## config.mk

```make
export PLATFORM = sky130hd
export DESIGN_NAME = color_blob_locator
export DESIGN_NICKNAME = d
export VERILOG_FILES = /design/src/rtl/color_blob_locator.sv
export SDC_FILE = /design/constraint.sdc
export NUM_CORES = 1
export LEC_CHECK = 0
export CORE_ASPECT_RATIO = 1.2
export CORE_MARGIN = 4
export CORE_UTILIZATION = 55
export CTS_CLUSTER_DIAMETER = 200
export DETAILED_ROUTE_END_ITERATION = 7
export GPL_ROUTABILITY_DRIVEN = 1
export PLACE_DENSITY = 0.84
export SLEW_MARGIN = 20
export SYNTH_ARGS = -nofsm -noshare
export SYNTH_HDL_FRONTEND = slang
export SYNTH_SLANG_ARGS = --single-unit
```

## constraint.sdc

```tcl
create_clock -name clk -period 3.35 [get_ports clk]
set_clock_uncertainty 0.05 [all_clocks]
set_input_delay 0.335 -clock clk [delete_from_list [all_inputs] [get_ports clk]]
set_output_delay 0.335 -clock clk [all_outputs]
set_load 0.02 [all_outputs]
```

## src/rtl/color_blob_locator.sv

```systemverilog
// color_blob_locator
// Watches a raster pixel stream. Once per frame it reports the centre of the
// bounding box that contains every pixel matching a target colour.
//
// Ports:
//   clk        pixel clock; every register updates on its rising edge
//   reset_n    synchronous reset, active low
//   hcount     current column; values >= H_ACTIVE are blanking
//   vcount     current row; values >= V_ACTIVE are blanking
//   pixel      RGB 3:3:3 pixel value
//   color      target colour
//   mask       per-bit compare mask; a 0 bit is ignored in the compare
//   enable     detection enable; only its value at frame start matters
//   x_loc      reported blob centre column
//   y_loc      reported blob centre row
//   found      the last report had at least MIN_COUNT matching pixels
//   pix_count  matching-pixel count of the last report, saturating
//   loc_valid  one-cycle strobe for each completed frame
module color_blob_locator #(
  parameter int H_ACTIVE  = 640,
  parameter int V_ACTIVE  = 480,
  parameter int MIN_COUNT = 4
) (
  input  logic        clk,
  input  logic        reset_n,
  input  logic [9:0]  hcount,
  input  logic [9:0]  vcount,
  input  logic [8:0]  pixel,
  input  logic [8:0]  color,
  input  logic [8:0]  mask,
  input  logic        enable,
  output logic [9:0]  x_loc,
  output logic [9:0]  y_loc,
  output logic        found,
  output logic [15:0] pix_count,
  output logic        loc_valid
);

  localparam logic [9:0]  H_END  = 10'(H_ACTIVE);
  localparam logic [9:0]  V_END  = 10'(V_ACTIVE);
  localparam logic [9:0]  H_LAST = 10'(H_ACTIVE - 1);
  localparam logic [9:0]  V_LAST = 10'(V_ACTIVE - 1);
  localparam logic [15:0] MIN_CNT = 16'(MIN_COUNT);

  typedef enum logic [1:0] {S_IDLE, S_ACCUM, S_REPORT} state_t;

  // Stage 1: the pixel classification, registered.
  logic       match_d, sof_d, eof_d;
  logic       match_q, sof_q, eof_q, en_q;
  logic [9:0] h_q, v_q;

  // Stage 2: the FSM, the accumulators and the output registers.
  state_t      state_d, state_q;
  logic [9:0]  min_x_d, min_x_q, max_x_d, max_x_q;
  logic [9:0]  min_y_d, min_y_q, max_y_d, max_y_q;
  logic [15:0] cnt_d, cnt_q;
  logic [9:0]  x_loc_d, x_loc_q, y_loc_d, y_loc_q;
  logic        found_d, found_q, loc_valid_d, loc_valid_q;
  logic [15:0] pix_count_d, pix_count_q;

  logic        restart, update, take;
  logic [9:0]  b_min_x, b_max_x, b_min_y, b_max_y;
  logic [15:0] b_cnt;

  always_comb begin
    match_d = (((pixel ^ color) & mask) == 9'd0) && (hcount < H_END) && (vcount < V_END);
    sof_d   = (hcount == 10'd0) && (vcount == 10'd0);
    eof_d   = (hcount == H_LAST) && (vcount == V_LAST);
  end

  always_comb begin
    state_d = state_q;
    restart = 1'b0;
    update  = 1'b0;
    case (state_q)
      S_IDLE: begin
        if (sof_q && en_q) begin
          restart = 1'b1;
          state_d = eof_q ? S_REPORT : S_ACCUM;
        end
      end
      S_ACCUM: begin
        if (sof_q) begin
          // A SOF seen here means the frame was truncated or a new frame
          // started. Either way the accumulators start again.
          if (en_q) begin
            restart = 1'b1;
            state_d = eof_q ? S_REPORT : S_ACCUM;
          end else begin
            state_d = S_IDLE;
          end
        end else begin
          update = 1'b1;
          if (eof_q) state_d = S_REPORT;
        end
      end
      S_REPORT: begin
        // The outputs read the accumulators during this cycle, so the clear
        // does not disturb them. A back-to-back SOF is in stage 2 during
        // this same cycle and is taken as the first pixel of the new frame.
        restart = 1'b1;
        if (en_q) state_d = (sof_q && eof_q) ? S_REPORT : S_ACCUM;
        else      state_d = S_IDLE;
      end
      default: state_d = S_IDLE;
    endcase
  end

  always_comb begin
    b_min_x = restart ? 10'h3FF : min_x_q;
    b_max_x = restart ? 10'h000 : max_x_q;
    b_min_y = restart ? 10'h3FF : min_y_q;
    b_max_y = restart ? 10'h000 : max_y_q;
    b_cnt   = restart ? 16'h0000 : cnt_q;
    // On a restart only the SOF pixel itself can be accumulated.
    take    = match_q && (restart ? sof_q : update);
    min_x_d = b_min_x;
    max_x_d = b_max_x;
    min_y_d = b_min_y;
    max_y_d = b_max_y;
    cnt_d   = b_cnt;
    if (take) begin
      min_x_d = (h_q < b_min_x) ? h_q : b_min_x;
      max_x_d = (h_q > b_max_x) ? h_q : b_max_x;
      min_y_d = (v_q < b_min_y) ? v_q : b_min_y;
      max_y_d = (v_q > b_max_y) ? v_q : b_max_y;
      cnt_d   = (b_cnt == 16'hFFFF) ? b_cnt : b_cnt + 16'd1;
    end
  end

  always_comb begin
    x_loc_d     = x_loc_q;
    y_loc_d     = y_loc_q;
    found_d     = found_q;
    pix_count_d = pix_count_q;
    loc_valid_d = 1'b0;
    if (state_q == S_REPORT) begin
      loc_valid_d = 1'b1;
      pix_count_d = cnt_q;
      found_d     = (cnt_q >= MIN_CNT);
      if (cnt_q >= MIN_CNT) begin
        // Add in 11 bits so the carry is kept, halve, then keep 10 bits.
        x_loc_d = 10'((11'(min_x_q) + 11'(max_x_q)) >> 1);
        y_loc_d = 10'((11'(min_y_q) + 11'(max_y_q)) >> 1);
      end
    end
  end

  always_ff @(posedge clk) begin
    if (!reset_n) begin
      match_q     <= 1'b0;
      sof_q       <= 1'b0;
      eof_q       <= 1'b0;
      en_q        <= 1'b0;
      h_q         <= 10'd0;
      v_q         <= 10'd0;
      state_q     <= S_IDLE;
      min_x_q     <= 10'h3FF;
      max_x_q     <= 10'h000;
      min_y_q     <= 10'h3FF;
      max_y_q     <= 10'h000;
      cnt_q       <= 16'd0;
      x_loc_q     <= 10'd0;
      y_loc_q     <= 10'd0;
      found_q     <= 1'b0;
      pix_count_q <= 16'd0;
      loc_valid_q <= 1'b0;
    end else begin
      match_q     <= match_d;
      sof_q       <= sof_d;
      eof_q       <= eof_d;
      en_q        <= enable;
      h_q         <= hcount;
      v_q         <= vcount;
      state_q     <= state_d;
      min_x_q     <= min_x_d;
      max_x_q     <= max_x_d;
      min_y_q     <= min_y_d;
      max_y_q     <= max_y_d;
      cnt_q       <= cnt_d;
      x_loc_q     <= x_loc_d;
      y_loc_q     <= y_loc_d;
      found_q     <= found_d;
      pix_count_q <= pix_count_d;
      loc_valid_q <= loc_valid_d;
    end
  end

  assign x_loc     = x_loc_q;
  assign y_loc     = y_loc_q;
  assign found     = found_q;
  assign pix_count = pix_count_q;
  assign loc_valid = loc_valid_q;

endmodule

```

==> results.ini, run 1 <==
[outcome]
outcome=completed

[clock_tree]
cts_buffers=17
cts_root_buf=clkbuf_16
hold_buffers=0
htree_levels=4
max-clock-path-buffers=2
path_clk_slew_ns=0.05
clock_latency_ns=0.42
clock_sinks=120
cts_tree=yes

[yosys]
syn_area_sq_um=6460
synth_top_area_share_pct=37.2
syn_inst=756
ys_seq_area_share_pct=37.2
synth_area_leader_cell=dfxtp_1
synthArstFlopShare_pct=0
ys.warnings.count=0
yosys_register_bits=120
syn_nets=865
synth_edf_count=0
syn_avg_cell_area_sq_um=8.55
synth_ff_type=dfxtp_1
synth_area_leaders=dfxtp_1 37%, ha_1 11%, nand2_1 6.8%
synth_cell_types=55

[global_route]
grt_max_degree=82
grt_pass1_vias=5976
grt_pass1_wl_mm=27.1
grt_overflow=0
grt_usage_pct=24.4
grt_antenna_before_repair=0

[detailed_routing]
antenna_left=0
routedWlPerCell_um=16.3
route.detailed.drc=0
vias=5942
viasPerCell=5.92
first_pass_iters=7
drt-total-wl_mm=16.4
drtIter0Drc=361

[place]
gp_congestion=0.908
dp_hpwl_mm=11.7
io_buffers=87
dpl.cell_count=971

[floorplanning]
io_pins=88
rows=43
initial_core_util_pct=56.1
coreArea_sq_um=11500
die_x_um=107
die-area_sq_um=13600
die_height_um=127

[sta]
hold_viol=0
finalCritPeriodShare_pct=93.9
period_needed_ns=3.15
fin_setup_tns_ns=0
fin_hold_ws_ns=0.277
fmax_mhz=318
finalSetupViolations=0
tightestPinTransition_ns=0.983
rsz0062_at_grt=no
slew_viol_final=0
slew_headroom_pct=34.4

[worst_setup_path]
cp_max_fo=19
cp-end-kind=flip-flop
worstRegToRegCells=11
critical_path_required_ns=3.56
reg2reg_from=state_q[1]
critical_path_arrival_ns=3.35
crit_type=flip-flop to flip-flop
start_kind=flip-flop
worst-r2r-setup-slack_ns=0.20
reg2reg_to=min_x_q[5]

[power]
peakVddDrop_uv=303
p_leak_nw=3.24
powerDensity_nw_per_um2=459

[finish]
syn2layout_area_growth_pct=26.1
nFillCells=846
layoutNonFillerInstCount=1004
antennaDiodeCount=0
fin_util_pct=70.8
drive_gt1_share_pct=6.14
nets=943

[hold_path]
hold_depth=3
hold_path_class=primary input to flip-flop
hold_path.startpoint=reset_n
hold_end=eof_q

[flow_run]
drv_cap=0

-- cell usage after synthesis, types with 6 or more instances --
master	count
o211ai_1	6
nand4_1	22
nor4_1	9
mux2i_1	21
nor2b_1	13
nand3_1	35
nor3b_1	22
a21oi_1	38
nand2b_1	6
a31oi_1	23
nand2_1	117
a21boi_0	26
inv_1	12
ha_1	57
clkbuf_1	25
buf_2	11
dfxtp_1	120
o21ai_0	25
and2_1	29
xor2_1	17
xnor2_1	11
nor2_1	46
-- registers in the layout, indices dropped and copies added, names as in the netlist --
register	count
cnt_q	16
pix_count	16
h_q	10
max_x_q	10
max_y_q	10
min_x_q	10
min_y_q	10
v_q	10
x_loc	10
y_loc	10
state_q	2
en_q	1
eof_q	1
found	1
loc_valid	1
match_q	1
sof_q	1
-- cell usage in the layout (no fill, tap or decap), types with 11 or more instances in the layout --
cell type        netlist  routed
nor2b_1               13      13
nand2_1              117     117
clkbuf_16              0      17
ha_1                  57      57
a21boi_0              26      26
nor2_1                46      45
and2_1                29      29
nand3_1               35      35
inv_1                 12      12
a31oi_1               23      23
buf_4                  0      12
nor3b_1               22      22
dfxtp_1              120     120
a21oi_1               38      38
o21ai_0               25      25
nand4_1               22      22
xnor2_1               11      11
clkdlybuf4s50_1        0      86
xor2_1                17      17
mux2i_1               21      21
-- timing repair --
| item | CTS | global route |
|---|---|---|
| setup endpoints to repair | 2 | 9 |
| pin swaps | 1 | 0 |
| gates resized for setup | 0 | 2 |
| buffers inserted | 1 | 0 |
-- cell type report --
type,instances,area [sq um],area share (%)
tap,157,196,2.41
inverter,12,45.0,0.553
timing repair buffer,99,962,11.8
sequential,120,2400,29.5
clock inverter,11,218,2.67
clock buffer,21,470,5.77
multi-input combinational,584,3850,47.3
-- worst max-delay path: stages, from the launching register on --
cell and delay, ns:
dfxtp_1 0.45, and3b_1 0.29, or2_4 0.35, nor2_1 0.18, ha_1 0.27, a21oi_1 0.15, o21ai_0 0.10, a211oi_1 0.36
o211ai_1 0.21, buf_4 0.23, nor3b_1 0.27, a31oi_1 0.08
-- worst max path at each step --
| stage | start | to | slack [ns] |
|---|---|---|---|
| 6_report | state_q[1] | min_x_q[5] | 0.20 |
| 5_1_grt | state_q[0] | max_x_q[0] | 0.02 |
| 4_1_cts | state_q[1] | min_x_q[3] | 0.16 |
| 3_5_place_dp | state_q[1] | min_x_q[4] | 0.12 |
| 3_3_place_gp | state_q[1] | min_x_q[9] | 0.36 |
| 2_1_floorplan | state_q[1] | max_x_q[0] | 0.45 |
-- layer usage --
layer / wire, um / vias to the layer above / global-route usage (%)
li1: - / 2860 / -
met1: 6600 / 2796 / 27.0
met2: 8400 / 239 / 44.1
met3: 886 / 47 / 4.99
met4: 488 / 0 / 11.6
met5: 0 / - / 0
-- stage by stage --
stage                     area, sq um  setup WS [ns]  total power [mW]
after floorplan                  6460          0.449              1.57
after global placement           7450          0.358              1.66
after detailed placement         7450          0.116              1.67
after CTS                        8140          0.162              3.75
after global routing             8150         0.0186              3.84
final                            8150          0.204              3.74
-- where the power goes --
part | switching (mW) | internal [mW]
clock | 0.644 | 1.45
combinational | 0.0792 | 0.0992
sequential | 0.0202 | 1.44
-- kinds of logic after synthesis --
group / after synthesis / share of synthesized area, %
buffers and inverters: 52 / 3.23
multiplexers: 21 / 3.25
AND/OR/NAND/NOR: 327 / 25.9
adder cells (fa/ha/maj): 59 / 11.7
flip-flops: 120 / 37.2
XOR/XNOR: 28 / 3.80
AO/OA/AOI/OAI: 149 / 15.0
Power figures use the tool's default switching activity.
==> run 2: changes to the inputs <==
REMOVE_ABC_BUFFERS = 1   (was default)
==> run 2 against run 1 <==
Compared with the run above:
- global-route usage is 0.067 points higher
- first-iteration DRC count is 17% higher
- maximum frequency is 2.6% lower
- critical path type unchanged
- critical endpoint is now min_y_q[8]
==> results.ini, run 2 (same netlist as run 1, synthesis figures left out) <==
[outcome]
outcome=completed

[clock_tree]
max-clock-path-buffers=2  ; unchanged
cts_tree=yes
clock_sinks=120  ; unchanged
cts_setup_buffers=0  ; -1
cts_root_buf=clkbuf_16
clock_latency_ns=0.42  ; about the same
cts_buffers=17  ; unchanged
path_clk_slew_ns=0.05  ; about the same
htree_levels=4  ; unchanged

[worst_setup_path]
start_kind=flip-flop
reg2reg_to=min_y_q[8]
critical_path_required_ns=3.56  ; about the same
cp_slowest_cell=dfxtp_1
crit_type=flip-flop to flip-flop
worst-r2r-setup-slack_ns=0.12  ; -0.08 ns
crit_end=min_y_q[8]
max_stage_delay_ns=0.46  ; about the same
crit_start=sof_q
worstRegToRegCells=11  ; unchanged
critical_path_arrival_ns=3.44  ; +0.09 ns
crit_chain=and3b_1, or2_4, nor2_1, ha_1, a21oi_1, o21ai_0, a211oi_1, nand3_2, buf_4, nor3b_1, a31oi_1
cp-end-kind=flip-flop
reg2reg_from=sof_q
cp_max_fo=19  ; unchanged

[detailed_routing]
vias=5942  ; unchanged
antenna_left=0  ; unchanged
drtIter0Drc=421  ; +17%
drt-total-wl_mm=16.5  ; +0.47%
viasPerCell=5.93  ; +0.20%
routedWlPerCell_um=16.4  ; +0.67%
first_pass_iters=7  ; unchanged
route.detailed.drc=0  ; unchanged

[floorplanning]
die_height_um=127  ; unchanged
initial_core_util_pct=56.1  ; unchanged
coreArea_sq_um=11500  ; unchanged
rows=43  ; unchanged
die_x_um=107  ; unchanged
io_pins=88  ; unchanged
die-area_sq_um=13600  ; unchanged

[power]
p_leak_nw=3.19  ; -1.4%
power_frac_comb_pct=5.1  ; +0.3 points
powerDensity_nw_per_um2=437  ; -4.8%
swShare_pct=22.5  ; +2.6 points
p_int_mw=2.73  ; -8.7%
power_frac_seq_pct=41.5  ; +2.4 points
p_total_mw=3.53  ; -5.7%
peakVddDrop_uv=393  ; +30%
clock_power_share_pct=53.4  ; -2.7 points
p_sw_mw=0.792  ; +6.6%

[sta]
slew_viol_final=0  ; unchanged
fmax_mhz=310  ; -2.6%
finalCritPeriodShare_pct=96.4  ; +2.5 points
setup_ws_ns=0.121  ; -0.0835 ns
finalSetupViolations=0  ; unchanged
slew_headroom_pct=33.7  ; -0.70 points
tightestPinTransition_ns=0.994  ; +0.0106 ns
fin_setup_tns_ns=0  ; unchanged
hold_viol=0  ; unchanged
period_needed_ns=3.23  ; +0.0835 ns

[place]
dp_hpwl_mm=11.7  ; about the same
io_buffers=87  ; unchanged
pre_cts_ws_ns=0.107  ; -0.00919 ns
gp_congestion=0.923  ; +1.7%

[finish]
antennaDiodeCount=0  ; unchanged
layout_common_cells=120 x dfxtp_1, 117 x nand2_1, 86 x clkdlybuf4s50_1
nFillCells=897  ; +6.0%
syn2layout_area_growth_pct=24.9
drive_gt1_share_pct=6.15  ; +0.015 points
nets=941  ; -0.21%
fin_util_pct=70.1  ; -0.66 points
layout_commonest_cell=dfxtp_1

[global_route]
grt_overflow=0  ; unchanged
grt_antenna_before_repair=0  ; unchanged
grt_pass1_wl_mm=27.0  ; -0.33%
grt_pass1_vias=5811  ; -2.8%
grt_usage_pct=24.4  ; +0.067 points
grt_max_degree=61  ; -26%

[flow_run]
drv_cap=0  ; unchanged

[hold_path]
hold_path_class=primary input to flip-flop

[run 2: power groups by stage]
stage	combinational, mW	clock [mW]	sequential (mW)
6_report	0.180	1.88	1.46
5_1_grt	0.200	1.95	1.46
4_1_cts	0.179	1.89	1.46
3_5_place_dp	0.176	0	1.49
3_3_place_gp	0.168	0	1.49
2_1_floorplan	0.0701	0	1.48
[run 2: metal layers]
| layer | track usage [%] | wire length [um] | vias to the layer above |
|---|---|---|---|
| met1 | 28.1 | 6710 | 2803 |
| met5 | 0 | 0 | - |
| met4 | 11.0 | 376 | 0 |
| li1 | - | - | 2850 |
| met2 | 43.9 | 8460 | 245 |
| met3 | 4.22 | 903 | 44 |
[run 2: cell type report]
class                      instances  area [sq um]  area share [%]
multi-input combinational        584          3860            47.8
sequential                       120          2400            29.8
timing repair buffer              97           956            11.8
clock buffer                      18           439            5.44
tap                              157           196            2.43
clock inverter                    14           174            2.15
inverter                          12          45.0           0.558
[run 2: worst min-delay path by stage]
stage | start | endpoint | slack [ns] | depth (start not counted)
final | reset_n | y_loc[0] | 0.33 | 2
after CTS | reset_n | y_loc[0] | 0.31 | 2
after global routing | reset_n | x_loc[0] | 0.35 | 2
after global placement | pix_count[6] | pix_count[6] | 0.40 | 2
after floorplan | reset_n | min_x_q[0] | 0.36 | 1
after detailed placement | pix_count[7] | pix_count[7] | 0.41 | 2
[run 2: what timing repair did]
action,CTS,global route
endpoints found under the setup margin,0,26
gates resized for setup,0,7
hold buffers,0,0
[run 2: per-stage QoR]
stage	hold WS [ns]	cell area, sq um	std cells
2_1_floorplan	0.361	6300	716
3_3_place_gp	0.400	7440	970
3_5_place_dp	0.407	7440	970
4_1_cts	0.314	8050	1002
5_1_grt	0.350	8070	1002
6_report	0.326	8070	1002
[run 2: worst max-delay path: cells and delay by family (launching register included)]
family | cells | cell delay, ns
buf+inv | 1 | 0.24
simple gates | 5 | 1.28
flops | 1 | 0.46
fa+ha+maj | 1 | 0.30
compound gates | 4 | 0.73
==> run 3: changes to the inputs <==
CORE_ASPECT_RATIO = 0.8   (was 1.2)
==> run 3 against run 2 <==
Compared with the run above:
- highest routed layer unchanged
- via count grew 0.76%
- sequential power is essentially flat
- sequential share of layout area is essentially flat
- non-clock buffer count grew 1
- count of clock-buffer cells in the layout is the same
- critical endpoint is now min_y_q[1]
- sequential cell count is the same
- wire length grew 5.0%
- first-iteration DRC count grew 41%
==> results.ini, run 3 (same netlist as run 1, synthesis figures left out) <==
[floorplanning]
initial_core_util_pct=56.1  ; about the same
coreArea_sq_um=11500  ; about the same
die-area_sq_um=13600  ; about the same
rows=35  ; -19%
die_x_um=129  ; +21%
io_pins=88  ; unchanged
die_height_um=105  ; -17%

[finish]
syn2layout_area_growth_pct=25.2
antennaDiodeCount=0  ; unchanged
nets=942  ; +0.11%
drive_gt1_share_pct=6.26  ; +0.11 points
layout_commonest_cell=dfxtp_1
final_area_sq_um=8090  ; +0.19%
layout_common_cells=119 x dfxtp_1, 117 x nand2_1, 86 x clkdlybuf4s50_1
fin_util_pct=70.2  ; +0.11 points

[worst_setup_path]
critical_path_required_ns=3.55  ; about the same
start_kind=flip-flop
crit_type=flip-flop to flip-flop
cp_max_fo=19  ; unchanged
crit_family=simple AND/OR/NAND/NOR gates
cp-end-kind=flip-flop
max_stage_delay_ns=0.41  ; -0.05 ns
crit_chain=and2b_1, or2_4, nor2_1, ha_1, a21oi_1, o21ai_0, a211oi_1, nand3_1, buf_4, nor3b_1, a31oi_1
cp_slowest_cell=dfxtp_1
cp_num_buf_inv=1  ; unchanged
critical_path_arrival_ns=3.37  ; -0.07 ns

[detailed_routing]
first_pass_iters=6  ; -1
vias=5987  ; +0.76%
antenna_left=0  ; unchanged
route.detailed.drc=0  ; unchanged
viasPerCell=6.02  ; +1.6%
drtIter0Drc=593  ; +41%
routedWlPerCell_um=17.4  ; +5.8%
drt-total-wl_mm=17.3  ; +5.0%

[power]
peakVddDrop_uv=404  ; +2.8%
p_leak_nw=3.21  ; +0.62%
powerDensity_nw_per_um2=444  ; +1.8%
p_total_mw=3.59  ; +2.0%

[place]
dpl_cell_area_sq_um=7450  ; +0.12%
dp_hpwl_mm=12.0  ; +2.7%
gp_congestion=0.923  ; about the same
io_buffers=87  ; unchanged

[global_route]
grt_overflow=0  ; unchanged
grt_usage_pct=25.9  ; +1.4 points
grt_max_degree=67  ; +9.8%
grt_pass1_wl_mm=28.3  ; +5.0%
grt_antenna_before_repair=0  ; unchanged
grt_pass1_vias=5872  ; +1.0%

[clock_tree]
clock_latency_ns=0.41  ; about the same
hold_buffers=0  ; unchanged
htree_levels=4  ; unchanged
cts_buffers=17  ; unchanged
cts_root_buf=clkbuf_16
path_clk_slew_ns=0.06  ; about the same
cts_tree=yes
clock_sinks=120  ; unchanged
max-clock-path-buffers=2  ; unchanged

[sta]
hold_viol=0  ; unchanged
fin_setup_tns_ns=0  ; unchanged
fin_hold_ws_ns=0.327  ; +0.00171 ns
slew_viol_final=0  ; unchanged
slew_headroom_pct=49.2  ; +15 points
finalSetupViolations=0  ; unchanged
rsz0062_at_grt=no
period_needed_ns=3.17  ; -0.0590 ns
tightestPinTransition_ns=0.760  ; -0.234 ns
finalCritPeriodShare_pct=94.6  ; -1.8 points
fmax_mhz=315  ; +1.9%

[hold_path]
hold_path_class=primary input to flip-flop

[outcome]
outcome=completed

[flow_run]
drv_cap=0  ; unchanged

==> run 3: cell types whose count changed in the layout (fill, tap and decap cells not counted) <==
cell and delta:
buf_4 +1, bufinv_16 +1, clkinvlp_4 -1, dfxtp_1 -1, dfxtp_2 +1, nand3_1 +1
nand3_2 -1, o21ai_0 +1, o21ai_1 -1
==> run 3: stage by stage <==
step / cells / setup WS, ns
final: 994 / 0.180
after global routing: 994 / 0.0328
after CTS: 994 / 0.0686
after detailed placement: 962 / 0.306
after global placement: 962 / 0.532
after floorplan: 716 / -1.25
==> run 3: worst register-to-register path: cells and delay by family, from the launching register on <==
| family | cells | cell delay [ns] |
|---|---|---|
| AO/OA/AOI/OAI | 4 | 0.68 |
| buffers and inverters | 1 | 0.24 |
| adder cells (fa/ha/maj) | 1 | 0.28 |
| flip-flops | 1 | 0.41 |
| AND/OR/NAND/NOR | 5 | 1.35 |
==> run 3: path summary, 6_finish.rpt <==
kind | startpoint | to | slack [ns] | depth (start not counted)
max | state_q[0] | min_y_q[1] | 0.18 | 11
max reg2reg | state_q[0] | min_y_q[1] | 0.18 | 11
min reg2reg | pix_count[13] | pix_count[13] | 0.41 | 2
min | reset_n | y_loc[0] | 0.33 | 2
==> run 3: power by group <==
part | switching [mW] | total, mW | internal, mW | leakage, nW
sequential | 0.0200 | 1.46 | 1.44 | 0.973
clock | 0.680 | 1.95 | 1.27 | 0.303
combinational | 0.0855 | 0.185 | 0.0990 | 1.93
==> run 3: final cells by class <==
class	instances	area (sq um)
Timing Repair Buffer	98	963
Clock inverter	14	196
Fill cell	808	3430
Inverter	12	45.0
Tap cell	148	185
Clock buffer	18	439
Multi-Input combinational cell	584	3850
Sequential cell	120	2400
==> run 3: layer usage <==
metal	part of all wire [%]	global-route usage (%)
met5	0	0
met4	2.1	8.17
met3	7.0	6.13
met2	48	43.0
met1	42	33.1
==> run 3: timing repair <==
action / 4_1_cts / 5_1_grt
endpoints found under the setup margin: 0 / 9
buffers inserted: 0 / 0
gates resized for setup: 0 / 2
